File: src/rtl/ir_sequencer_if.sv
// Bus between the instruction sequencer and the register file, ALU and memory.
interface ir_sequencer_if;
  logic [15:0] MDIN;
  logic        MREADY;
  logic [15:0] IR;
  logic        WED;
  logic        WE7;
  logic        REA;
  logic        REA7;
  logic        REB;
  logic        RED2B;
  logic [2:0]  ALUOP;
  logic [15:0] K;
  logic        DSEL;
  logic        MREQ;
  logic        MWRITE;
  logic        HALTED;

  modport master (
    input  MDIN, MREADY,
    output IR, WED, WE7, REA, REA7, REB, RED2B, ALUOP, K, DSEL, MREQ, MWRITE, HALTED
  );

  modport slave (
    output MDIN, MREADY,
    input  IR, WED, WE7, REA, REA7, REB, RED2B, ALUOP, K, DSEL, MREQ, MWRITE, HALTED
  );
endinterface

File: src/rtl/ir_sequencer.sv
// Instruction register plus fetch/execute control sequencer for the 16-bit CPU.
// One instruction in flight at a time: PCINIT -> FETCH -> INCPC -> EXEC -> FETCH ...
module ir_sequencer #(
  parameter logic [15:0] RESET_PC = 16'h0000
) (
  input  logic          CLK,
  input  logic          RESET,
  ir_sequencer_if.master bus
);

  localparam logic [2:0] ST_PCINIT = 3'd0;
  localparam logic [2:0] ST_FETCH  = 3'd1;
  localparam logic [2:0] ST_INCPC  = 3'd2;
  localparam logic [2:0] ST_EXEC   = 3'd3;
  localparam logic [2:0] ST_HALT   = 3'd4;

  localparam logic [2:0] OP_ALU   = 3'd0;
  localparam logic [2:0] OP_LOAD  = 3'd1;
  localparam logic [2:0] OP_STORE = 3'd2;
  localparam logic [2:0] OP_JUMP  = 3'd3;
  localparam logic [2:0] OP_HALT  = 3'd7;

  localparam logic [2:0] ALU_PASSA = 3'd0;
  localparam logic [2:0] ALU_INC   = 3'd1;
  localparam logic [2:0] ALU_CONST = 3'd2;
  localparam logic [2:0] ALU_FUNC  = 3'd3;

  logic [2:0]  stateQ, stateD;
  logic [15:0] irQ, irD;
  logic [2:0]  opcode;

  logic wedD, we7D, reaD, rea7D, rebD, red2bD, dselD, mreqD, mwriteD, haltedD;
  logic [2:0] aluopD;

  assign opcode = irQ[15:13];

  // Next-state and IR load: IR only changes on a completed fetch.
  always_comb begin
    stateD = stateQ;
    irD    = irQ;
    case (stateQ)
      ST_PCINIT: stateD = ST_FETCH;
      ST_FETCH: begin
        if (bus.MREADY) begin
          irD    = bus.MDIN;
          stateD = ST_INCPC;
        end
      end
      ST_INCPC: stateD = ST_EXEC;
      ST_EXEC: begin
        case (opcode)
          OP_LOAD, OP_STORE: if (bus.MREADY) stateD = ST_FETCH;
          OP_HALT:           stateD = ST_HALT;
          default:           stateD = ST_FETCH;
        endcase
      end
      ST_HALT: stateD = ST_HALT;
      default: stateD = ST_PCINIT;
    endcase
  end

  // State and instruction registers, cleared asynchronously by RESET.
  always_ff @(posedge CLK or posedge RESET) begin
    if (RESET) begin
      stateQ <= ST_PCINIT;
      irQ    <= 16'h0000;
    end else begin
      stateQ <= stateD;
      irQ    <= irD;
    end
  end

  // Output decode from state and IR; the LOAD write enable alone follows MREADY so D is written on the completing edge.
  always_comb begin
    wedD    = 1'b0;
    we7D    = 1'b0;
    reaD    = 1'b0;
    rea7D   = 1'b0;
    rebD    = 1'b0;
    red2bD  = 1'b0;
    aluopD  = ALU_PASSA;
    dselD   = 1'b0;
    mreqD   = 1'b0;
    mwriteD = 1'b0;
    haltedD = 1'b0;
    case (stateQ)
      ST_PCINIT: begin
        aluopD = ALU_CONST;
        we7D   = 1'b1;
      end
      ST_FETCH: begin
        rea7D = 1'b1;
        mreqD = 1'b1;
      end
      ST_INCPC: begin
        rea7D  = 1'b1;
        aluopD = ALU_INC;
        we7D   = 1'b1;
      end
      ST_EXEC: begin
        case (opcode)
          OP_ALU: begin
            reaD   = 1'b1;
            rebD   = 1'b1;
            aluopD = ALU_FUNC;
            wedD   = 1'b1;
          end
          OP_LOAD: begin
            reaD  = 1'b1;
            mreqD = 1'b1;
            dselD = 1'b1;
            wedD  = bus.MREADY;
          end
          OP_STORE: begin
            reaD    = 1'b1;
            red2bD  = 1'b1;
            mreqD   = 1'b1;
            mwriteD = 1'b1;
          end
          OP_JUMP: begin
            reaD   = 1'b1;
            aluopD = ALU_PASSA;
            we7D   = 1'b1;
          end
          default: ;
        endcase
      end
      ST_HALT: haltedD = 1'b1;
      default: ;
    endcase
  end

  // Strobes and the memory request are forced low while RESET is held so an abandoned cycle leaves no write edge.
  always_comb begin
    bus.WED    = wedD    & ~RESET;
    bus.WE7    = we7D    & ~RESET;
    bus.REA    = reaD    & ~RESET;
    bus.REA7   = rea7D   & ~RESET;
    bus.REB    = rebD    & ~RESET;
    bus.RED2B  = red2bD  & ~RESET;
    bus.MREQ   = mreqD   & ~RESET;
    bus.MWRITE = mwriteD & ~RESET;
    bus.HALTED = haltedD & ~RESET;
    bus.DSEL   = dselD;
    bus.ALUOP  = aluopD;
    bus.IR     = irQ;
    bus.K      = RESET_PC;
  end

endmodule
File: src/flat_wrapper.sv
// flat-port wrapper written by rule: the top's interface ports become plain ports
module ir_sequencer_flat 
#(
  parameter logic [15:0] RESET_PC = 16'h0000
)
  (CLK, RESET, bus_MDIN, bus_MREADY, bus_IR, bus_WED, bus_WE7, bus_REA, bus_REA7, bus_REB, bus_RED2B, bus_ALUOP, bus_K, bus_DSEL, bus_MREQ, bus_MWRITE, bus_HALTED);
  ir_sequencer_if bus_i ();
  input  logic CLK;
  input  logic RESET;
  input wire logic [$bits(bus_i.MDIN)-1:0] bus_MDIN;
  input wire logic [$bits(bus_i.MREADY)-1:0] bus_MREADY;
  output wire logic [$bits(bus_i.IR)-1:0] bus_IR;
  output wire logic [$bits(bus_i.WED)-1:0] bus_WED;
  output wire logic [$bits(bus_i.WE7)-1:0] bus_WE7;
  output wire logic [$bits(bus_i.REA)-1:0] bus_REA;
  output wire logic [$bits(bus_i.REA7)-1:0] bus_REA7;
  output wire logic [$bits(bus_i.REB)-1:0] bus_REB;
  output wire logic [$bits(bus_i.RED2B)-1:0] bus_RED2B;
  output wire logic [$bits(bus_i.ALUOP)-1:0] bus_ALUOP;
  output wire logic [$bits(bus_i.K)-1:0] bus_K;
  output wire logic [$bits(bus_i.DSEL)-1:0] bus_DSEL;
  output wire logic [$bits(bus_i.MREQ)-1:0] bus_MREQ;
  output wire logic [$bits(bus_i.MWRITE)-1:0] bus_MWRITE;
  output wire logic [$bits(bus_i.HALTED)-1:0] bus_HALTED;
  assign bus_i.MDIN = bus_MDIN;
  assign bus_i.MREADY = bus_MREADY;
  assign bus_IR = bus_i.IR;
  assign bus_WED = bus_i.WED;
  assign bus_WE7 = bus_i.WE7;
  assign bus_REA = bus_i.REA;
  assign bus_REA7 = bus_i.REA7;
  assign bus_REB = bus_i.REB;
  assign bus_RED2B = bus_i.RED2B;
  assign bus_ALUOP = bus_i.ALUOP;
  assign bus_K = bus_i.K;
  assign bus_DSEL = bus_i.DSEL;
  assign bus_MREQ = bus_i.MREQ;
  assign bus_MWRITE = bus_i.MWRITE;
  assign bus_HALTED = bus_i.HALTED;
  ir_sequencer #(.RESET_PC(RESET_PC)) u_core (.CLK(CLK), .RESET(RESET), .bus(bus_i));
endmodule
File: config.mk
export PLATFORM = sky130hd
export DESIGN_NAME = ir_sequencer_flat
export DESIGN_NICKNAME = d
export VERILOG_FILES = /design/src/rtl/ir_sequencer_if.sv /design/src/rtl/ir_sequencer.sv /design/src/flat_wrapper.sv
export SDC_FILE = /design/constraint.sdc
export NUM_CORES = 1
export LEC_CHECK = 0
export BUFFER_PORTS_ARGS = -buffer_cell sky130_fd_sc_hd__buf_2
export CAP_MARGIN = 20
export CORE_MARGIN = 5
export CORE_UTILIZATION = 48
export CTS_BUF_LIST = sky130_fd_sc_hd__clkbuf_8
export DETAILED_ROUTE_END_ITERATION = 10
export PLACE_DENSITY = 0.86
export SETUP_SLACK_MARGIN = 0.15
export SLEW_MARGIN = 20
export SYNTH_ARGS = -nofsm -noshare
export SYNTH_HDL_FRONTEND = slang
export SYNTH_SLANG_ARGS = --single-unit
export TNS_END_PERCENT = 5
File: constraint.sdc
create_clock -name CLK -period 3.8 [get_ports CLK]
set_clock_uncertainty 0.1 [all_clocks]
set_input_delay 0.19 -clock CLK [delete_from_list [all_inputs] [get_ports CLK]]
set_output_delay 0.19 -clock CLK [all_outputs]
set_load 0.02 [all_outputs]
==> flow_summary.yaml, run 1 <==
status:
  outcome: "finished with violations"
  violations: "negative hold slack"
clocking:
  clock_sinks: 19
  numCtsBuffers: 3
  cts.root.buffer_cell: "clkbuf_8"
  cts.clk_slew.worst_paths_ns: 0.06
  post_cts_resized: 0
  cts_hold_buf: 0
  clock_path_buffers: 2
  clk_latency_ns: 0.25
  postCtsSetupBuffers: 0
  tritoncts: "built"
  htreeDepth: 1
sta:
  rsz0062_at_grt: "no"
  fin_setup_tns_ns: 0
  clock.fmax_mhz: 480
  worst_pin_slew_ns: 0.916
  hold_violations: 19
  setup_viol: 0
  relSlewSlack_pct: 38.7
  slew_violations: 0
  hold-worst-slack_ns: -0.0153
  fin_crit_ns: 2.09
  min_period_over_period_pct: 54.9
power_and_ir_drop:
  p_total_w: 0.00118
  p_comb_share_pct: 52.6
  switching_power_w: 0.000511
  seqPwrFrac_pct: 36.2
  vdd_ir_drop_max_uv: 523
  power_density_mw_per_mm2: 894
  clkPwrFrac_pct: 11.2
  swShare_pct: 43.5
  p_int_w: 0.000664
  leakage_nw: 0.702
global_route:
  grt-ovfl-total: 0
  grtUsageTotal_pct: 13.1
  busiest_layer: "met2"
  antenna_found_initial: 0
  grt_pass1_vias: 768
  grtUsageMet3_pct: 4.17
  grt_pass1_wl_um: 3480
  grt_max_degree: 20
  gr-usage-met2_pct: 20.7
  use_met1_pct: 17.2
placement:
  place_congestion: 0.877
  port_buffers: 46
  post-dp-hpwl_um: 1710
  place_inst: 163
  place_area_mm2: 0.00127
drt:
  wire_per_inst_um: 13.1
  vias: 787
  wl_um: 2180
  dr.pass1.iters: 4
  drt_iter0_markers: 12
  viasPerCell: 4.71
  ant_nets: 0
  drc: 0
cells_and_area:
  mostFrequentLayoutCells: "buf_2, dfrtp_1, conb_1, mux2_4, mux2_2"
  final_common_cell: "buf_2"
  final_layout_size_suffix_gt1_share_pct: 51.1
  area_delta_synth_final_pct: 17.2
  antenna_cells: 0
  stdcell_count: 167
  nNetsFinal: 159
  final_cell_area_mm2: 0.00131
die:
  start_util_pct: 50.7
  row_count: 17
  core_area_mm2: 0.00221
  die_area_mm2: 0.00340
  die_x_um: 58.3
  die_h_um: 58.3
  io_pins: 64
synth:
  ys_seq_area_share_pct: 42.4
  synth_seq_cells: 19
  yosysWarnings: 0
  syn_area_per_cell_um2: 11.6
  synth_area_mm2: 0.00112
  synthDistinctLibCells: 28
  netlist_instances: 97
setup_path:
  end_kind: "primary output"
  setup.worst_path.start_class: "register"
  criticalPathCategory: "reg -> out"
  worstPathMaxFanout: 11
  crit_required_ns: 3.51
  worstPathArrival_ns: 1.80
worst_hold_path:
  hold_class: "in -> async"
job:
  max_cap_violations: 0
-- flip-flops by register name, indices dropped and copies added (netlist names) --
name           count
u_core.bus.IR     16
u_core.stateQ      3
-- cells in the mapped netlist, drive strengths merged --
cell type | instances | area share [%]
nor4b | 2 | 1.6
dfrtp | 19 | 42
nor3 | 3 | 2.3
nor2 | 4 | 1.3
o22ai | 1 | 0.56
mux2 | 16 | 19
xnor2 | 2 | 1.6
or2 | 1 | 0.56
mux2i | 1 | 0.89
or3 | 3 | 2.1
nand3b | 1 | 1.8
nand3 | 1 | 0.45
inv | 3 | 1.0
nand2 | 4 | 1.6
and3 | 1 | 0.56
conb | 1 | 0.33
buf | 24 | 16
o311a | 1 | 0.89
o21ai | 3 | 1.3
nand2b | 1 | 0.56
a21oi | 4 | 1.8
nor3b | 1 | 1.1
-- per-stage QoR --
stage                     util, %  hold slack, ns  setup WS (ns)
after floorplan                 -          0.0411           1.90
after global placement       57.4           0.255           1.84
after detailed placement     57.4           0.282           1.73
after CTS                    59.4         0.00701           1.70
after global routing         59.4          0.0570           1.61
final                        59.4         -0.0153           1.71
-- per-layer routing --
layer / up-vias / share of wire (%) / wire length, um
met5: - / 0 / 0
met4: 0 / 0 / 0
met3: 0 / 15 / 322
met2: 53 / 45 / 979
met1: 357 / 40 / 879
li1: 377 / - / -
-- worst paths after layout --
path | start | endpoint | slack (ns) | cells after the start
max in group asynchronous | RESET | u_core.bus.IR[5]$_DFFE_PP0P_ | 3.18 | 2
min reg2reg | u_core.bus.IR[4]$_DFFE_PP0P_ | u_core.bus.IR[4]$_DFFE_PP0P_ | 0.41 | 1
min in group CLK | bus_MDIN[3] | u_core.bus.IR[3]$_DFFE_PP0P_ | 0.07 | 2
max | u_core.stateQ[1]$_DFFE_PP0P_ | bus_MWRITE | 1.71 | 4
max reg2reg | u_core.stateQ[0]$_DFFE_PP0P_ | u_core.bus.IR[0]$_DFFE_PP0P_ | 1.74 | 3
min | RESET | u_core.stateQ[0]$_DFFE_PP0P_ | -0.02 | 2
-- logic make-up after synthesis --
kind of cell	after synthesis	synth area share, %
XOR/XNOR	2	1.56
buffers and inverters	27	16.9
other	1	0.335
AO/OA/AOI/OAI	9	4.58
multiplexers	17	20.3
flip-flops	19	42.4
AND/OR/NAND/NOR	22	14.0
-- layout make-up --
class / instances / area (um2)
fillers: 214 / 898
multi-input cells: 67 / 517
flip-flops and latches: 19 / 475
repair buffers: 46 / 230
clock buffers: 3 / 41.3
well taps: 28 / 35.0
inverters: 3 / 11.3
clock inverters: 1 / 3.75
-- worst max-delay path, cell delays in order, from the launching register on --
cell and delay, ns:
dfrtp_1 0.62, nand3b_4 0.14, or3_4 0.37, nor3b_2 0.22, buf_2 0.20
-- power by group through the flow --
stage,sequential (W),combinational [W],clock [W]
2_1_floorplan,0.000476,0.000433,0
3_3_place_gp,0.000419,0.000612,0
3_5_place_dp,0.000423,0.000628,0
4_1_cts,0.000425,0.000626,0.000137
5_1_grt,0.000447,0.000664,0.000149
6_report,0.000426,0.000618,0.000131
(Power assumes the default switching activity.)
==> inputs of run 2 (changes only) <==
--- a/config.mk
+++ b/config.mk
@@ -5,13 +5,14 @@
 export SDC_FILE = /design/constraint.sdc
 export NUM_CORES = 1
 export LEC_CHECK = 0
+export ABC_AREA = 1
 export BUFFER_PORTS_ARGS = -buffer_cell sky130_fd_sc_hd__buf_2
 export CAP_MARGIN = 20
 export CORE_MARGIN = 5
-export CORE_UTILIZATION = 48
+export CORE_UTILIZATION = 44
 export CTS_BUF_LIST = sky130_fd_sc_hd__clkbuf_8
 export DETAILED_ROUTE_END_ITERATION = 10
-export PLACE_DENSITY = 0.86
+export PLACE_DENSITY = 0.81
 export SETUP_SLACK_MARGIN = 0.15
 export SLEW_MARGIN = 20
 export SYNTH_ARGS = -nofsm -noshare
==> constraint.sdc (replaced) <==
create_clock -name CLK -period 2.01 [get_ports CLK]
set_clock_uncertainty 0.1 [all_clocks]
set_input_delay 0.1005 -clock CLK [delete_from_list [all_inputs] [get_ports CLK]]
set_output_delay 0.1005 -clock CLK [all_outputs]
set_load 0.02 [all_outputs]
==> run 2 against run 1 <==
Core utilization up 1.5 points. Non-clock buffer count up 18. Count of clock-buffer cells in the layout unchanged. First-iteration DRC count up 130%. Flip-flop and latch count unchanged. Wire length up 17%. Global-route usage up 1.9 points. Critical endpoint is now bus_ALUOP[1]. Sequential share of layout area down 3.8 points. Final cell count up 40%. Synthesized cell count up 45%. Register-to-register slack worse by 1.1 ns. The run now ends clean. Combinational power up 84%.
==> flow_summary.yaml, run 2 <==
synth:
  synth_compound_area_share_pct: 3.02
  synth.cells.most_frequent: "nand2_1, nand3_1, buf_4, dfrtp_1, nor2_1"
  netlist_instances: 141
  yosys.area_share.simple_pct: 33.6
  synth-xor-area-share_pct: 0
  ys_seq_area_share_pct: 44.1
  syn_area_per_cell_um2: 7.65
  synthTopCellsByArea: "dfrtp_1, nand2_1, buf_4"
  yosys-mux-area-fraction_pct: 0
  synthDistinctLibCells: 16
  synth_seq_cells: 19
  synth-adder-area-share_pct: 0
  ys.flop_type: "dfrtp_1"
  yosysMostFrequentCell: "nand2_1"
  yosysWarnings: 0
  yosysTopAreaCellShare_pct: 44.1
  synth_edf_count: 0
  yosys.area.top_type: "dfrtp_1"
  synth_top_family_by_area: "simple AND/OR/NAND/NOR gates"
  async_reset_ff_share_pct: 100
  synth_area_mm2: 0.00108
setup_path:
  worstPathMaxFanout: 7
  criticalPathCategory: "reg -> out"
  worstPathArrival_ns: 1.49
  crit_chain: "nor2_1 -> nand3_1 -> o31ai_1 -> buf_2"
  crit_path_top_delay_cell: "dfrtp_1"
  r2r_cells: 6
  r2r-end: "u_core.bus.IR[1]$_DFFE_PP0P_"
  rrSetupSlack_ns: 0.65
  setup.worst_path.start_class: "register"
  r2r_start: "u_core.stateQ[2]$_DFFE_PP0P_"
  crit_family: "simple AND/OR/NAND/NOR gates"
  critical_path.max_stage_delay_ns: 0.47
  crit_required_ns: 1.81
  path_buf_inv: 1
  end_kind: "primary output"
die:
  row_count: 18
  die_area_mm2: 0.00354
  io_pins: 64
  core_area_mm2: 0.00241
  die_h_um: 59.5
  start_util_pct: 44.8
  die_x_um: 59.5
placement:
  post-dp-hpwl_um: 1810
  place_area_mm2: 0.00125
  place_congestion: 0.903
  port_buffers: 46
cells_and_area:
  final_common_cell: "buf_2"
  area_delta_synth_final_pct: 36.0
  largest_register_ffs: 16
  fillerInstances: 229
  mostFrequentLayoutCells: "buf_2, nand2_1, nand3_1, dfrtp_1"
  final_layout_size_suffix_gt1_share_pct: 28.1
  final_cell_area_mm2: 0.00147
  nNetsFinal: 223
  antenna_cells: 0
sta:
  min_period_over_period_pct: 84.2
  clock.fmax_mhz: 591
  slew_violations: 0
  rsz0062_at_grt: "no"
  setup_viol: 0
  fin_setup_tns_ns: 0
  hold_violations: 0
  fin_crit_ns: 1.69
global_route:
  antenna_found_initial: 0
  grt_max_degree: 21
  grtUsageTotal_pct: 15.0
  grt_pass1_wl_um: 4030
  grt-ovfl-total: 0
  grt_pass1_vias: 953
clocking:
  clk_latency_ns: 0.25
  numCtsBuffers: 3
  htreeDepth: 1
  cts.root.buffer_cell: "clkbuf_8"
  post_cts_resized: 0
  cts.clk_slew.worst_paths_ns: 0.07
  cts_hold_buf: 17
  clock_sinks: 19
  tritoncts: "built"
  postCtsSetupBuffers: 0
  clock_path_buffers: 2
drt:
  drc: 0
  drt_iter0_markers: 28
  viasPerCell: 4.41
  wire_per_inst_um: 11.0
  dr.pass1.iters: 4
  ant_nets: 0
  wl_um: 2560
  vias: 1027
worst_hold_path:
  holdPathStages: 3
  hold_end: "u_core.bus.IR[4]$_DFFE_PP0P_"
  hold_class: "in -> reg"
  worstHoldStart: "bus_MREADY"
power_and_ir_drop:
  vdd_ir_drop_max_uv: 931
  power_density_mw_per_mm2: 1430
  leakage_nw: 0.867
status:
  outcome: "complete, no violations"
job:
  max_cap_violations: 0
-- run 2: cell types whose count changed in the layout (fill, tap and decap cells not counted), moves of 3 or more --
| cell | before | now |
|---|---|---|
| dlygate4sd3_1 | 0 | 17 |
| inv_1 | 4 | 7 |
| mux2_2 | 6 | 0 |
| mux2_4 | 10 | 0 |
| nand2_1 | 3 | 41 |
| nand3_1 | 1 | 23 |
| nor2_1 | 4 | 16 |
-- run 2: worst max path at each step --
stage / cells after the start / to / start / slack (ns)
finish: 4 / bus_ALUOP[1] / u_core.stateQ[2]$_DFFE_PP0P_ / 0.32
detailed placement: 4 / bus_ALUOP[1] / u_core.stateQ[2]$_DFFE_PP0P_ / 0.61
global placement: 4 / bus_ALUOP[1] / u_core.stateQ[2]$_DFFE_PP0P_ / 0.59
CTS: 4 / bus_ALUOP[1] / u_core.stateQ[2]$_DFFE_PP0P_ / 0.33
global route: 4 / bus_ALUOP[1] / u_core.stateQ[2]$_DFFE_PP0P_ / 0.20
floorplan: 4 / bus_RED2B / u_core.stateQ[2]$_DFFE_PP0P_ / 0.46
-- run 2: area by class of cell --
cell class	count	area [um2]	area share (%)
clock buffer	3	41.3	2.82
timing repair buffer	64	408	27.8
multi-input combinational	106	459	31.3
inverter	10	40.0	2.73
clock inverter	1	5.00	0.341
sequential	19	475	32.4
tap	30	37.5	2.56
-- run 2: metal layers --
layer | vias up | part of all wire [%] | GRT usage (%)
li1 | 532 | - | -
met1 | 454 | 39 | 16.3
met2 | 37 | 51 | 28.7
met3 | 4 | 8.0 | 1.53
met4 | 0 | 1.8 | 6.65
met5 | - | 0 | 0
-- run 2: kinds of logic after synthesis --
family | after synthesis
compound gates | 6
buf+inv | 32
flops | 19
simple gates | 83
other cells | 1
-- run 2: power breakdown --
| part | internal [W] | switching [W] |
|---|---|---|
| clock | 0.000138 | 0.000122 |
| sequential | 0.000557 | 0.000139 |
| combinational | 0.000368 | 0.000769 |
-- run 2: through the flow --
stage	util (%)	std cells	hold WS (ns)	power, W	setup slack [ns]
final	60.9	233	0.185	0.00209	0.317
after global routing	60.9	233	0.197	0.00226	0.195
after CTS	60.9	233	0.177	0.00211	0.331
after detailed placement	51.9	212	0.108	0.00182	0.606
after global placement	51.9	212	0.105	0.00181	0.593
after floorplan	-	157	-0.0399	0.00153	0.462
-- run 2: worst register-to-register path, delay by kind of cell (launching register included) --
family / cells / cell delay (ns)
simple gates: 5 / 0.53
buf+inv: 1 / 0.15
flops: 1 / 0.47
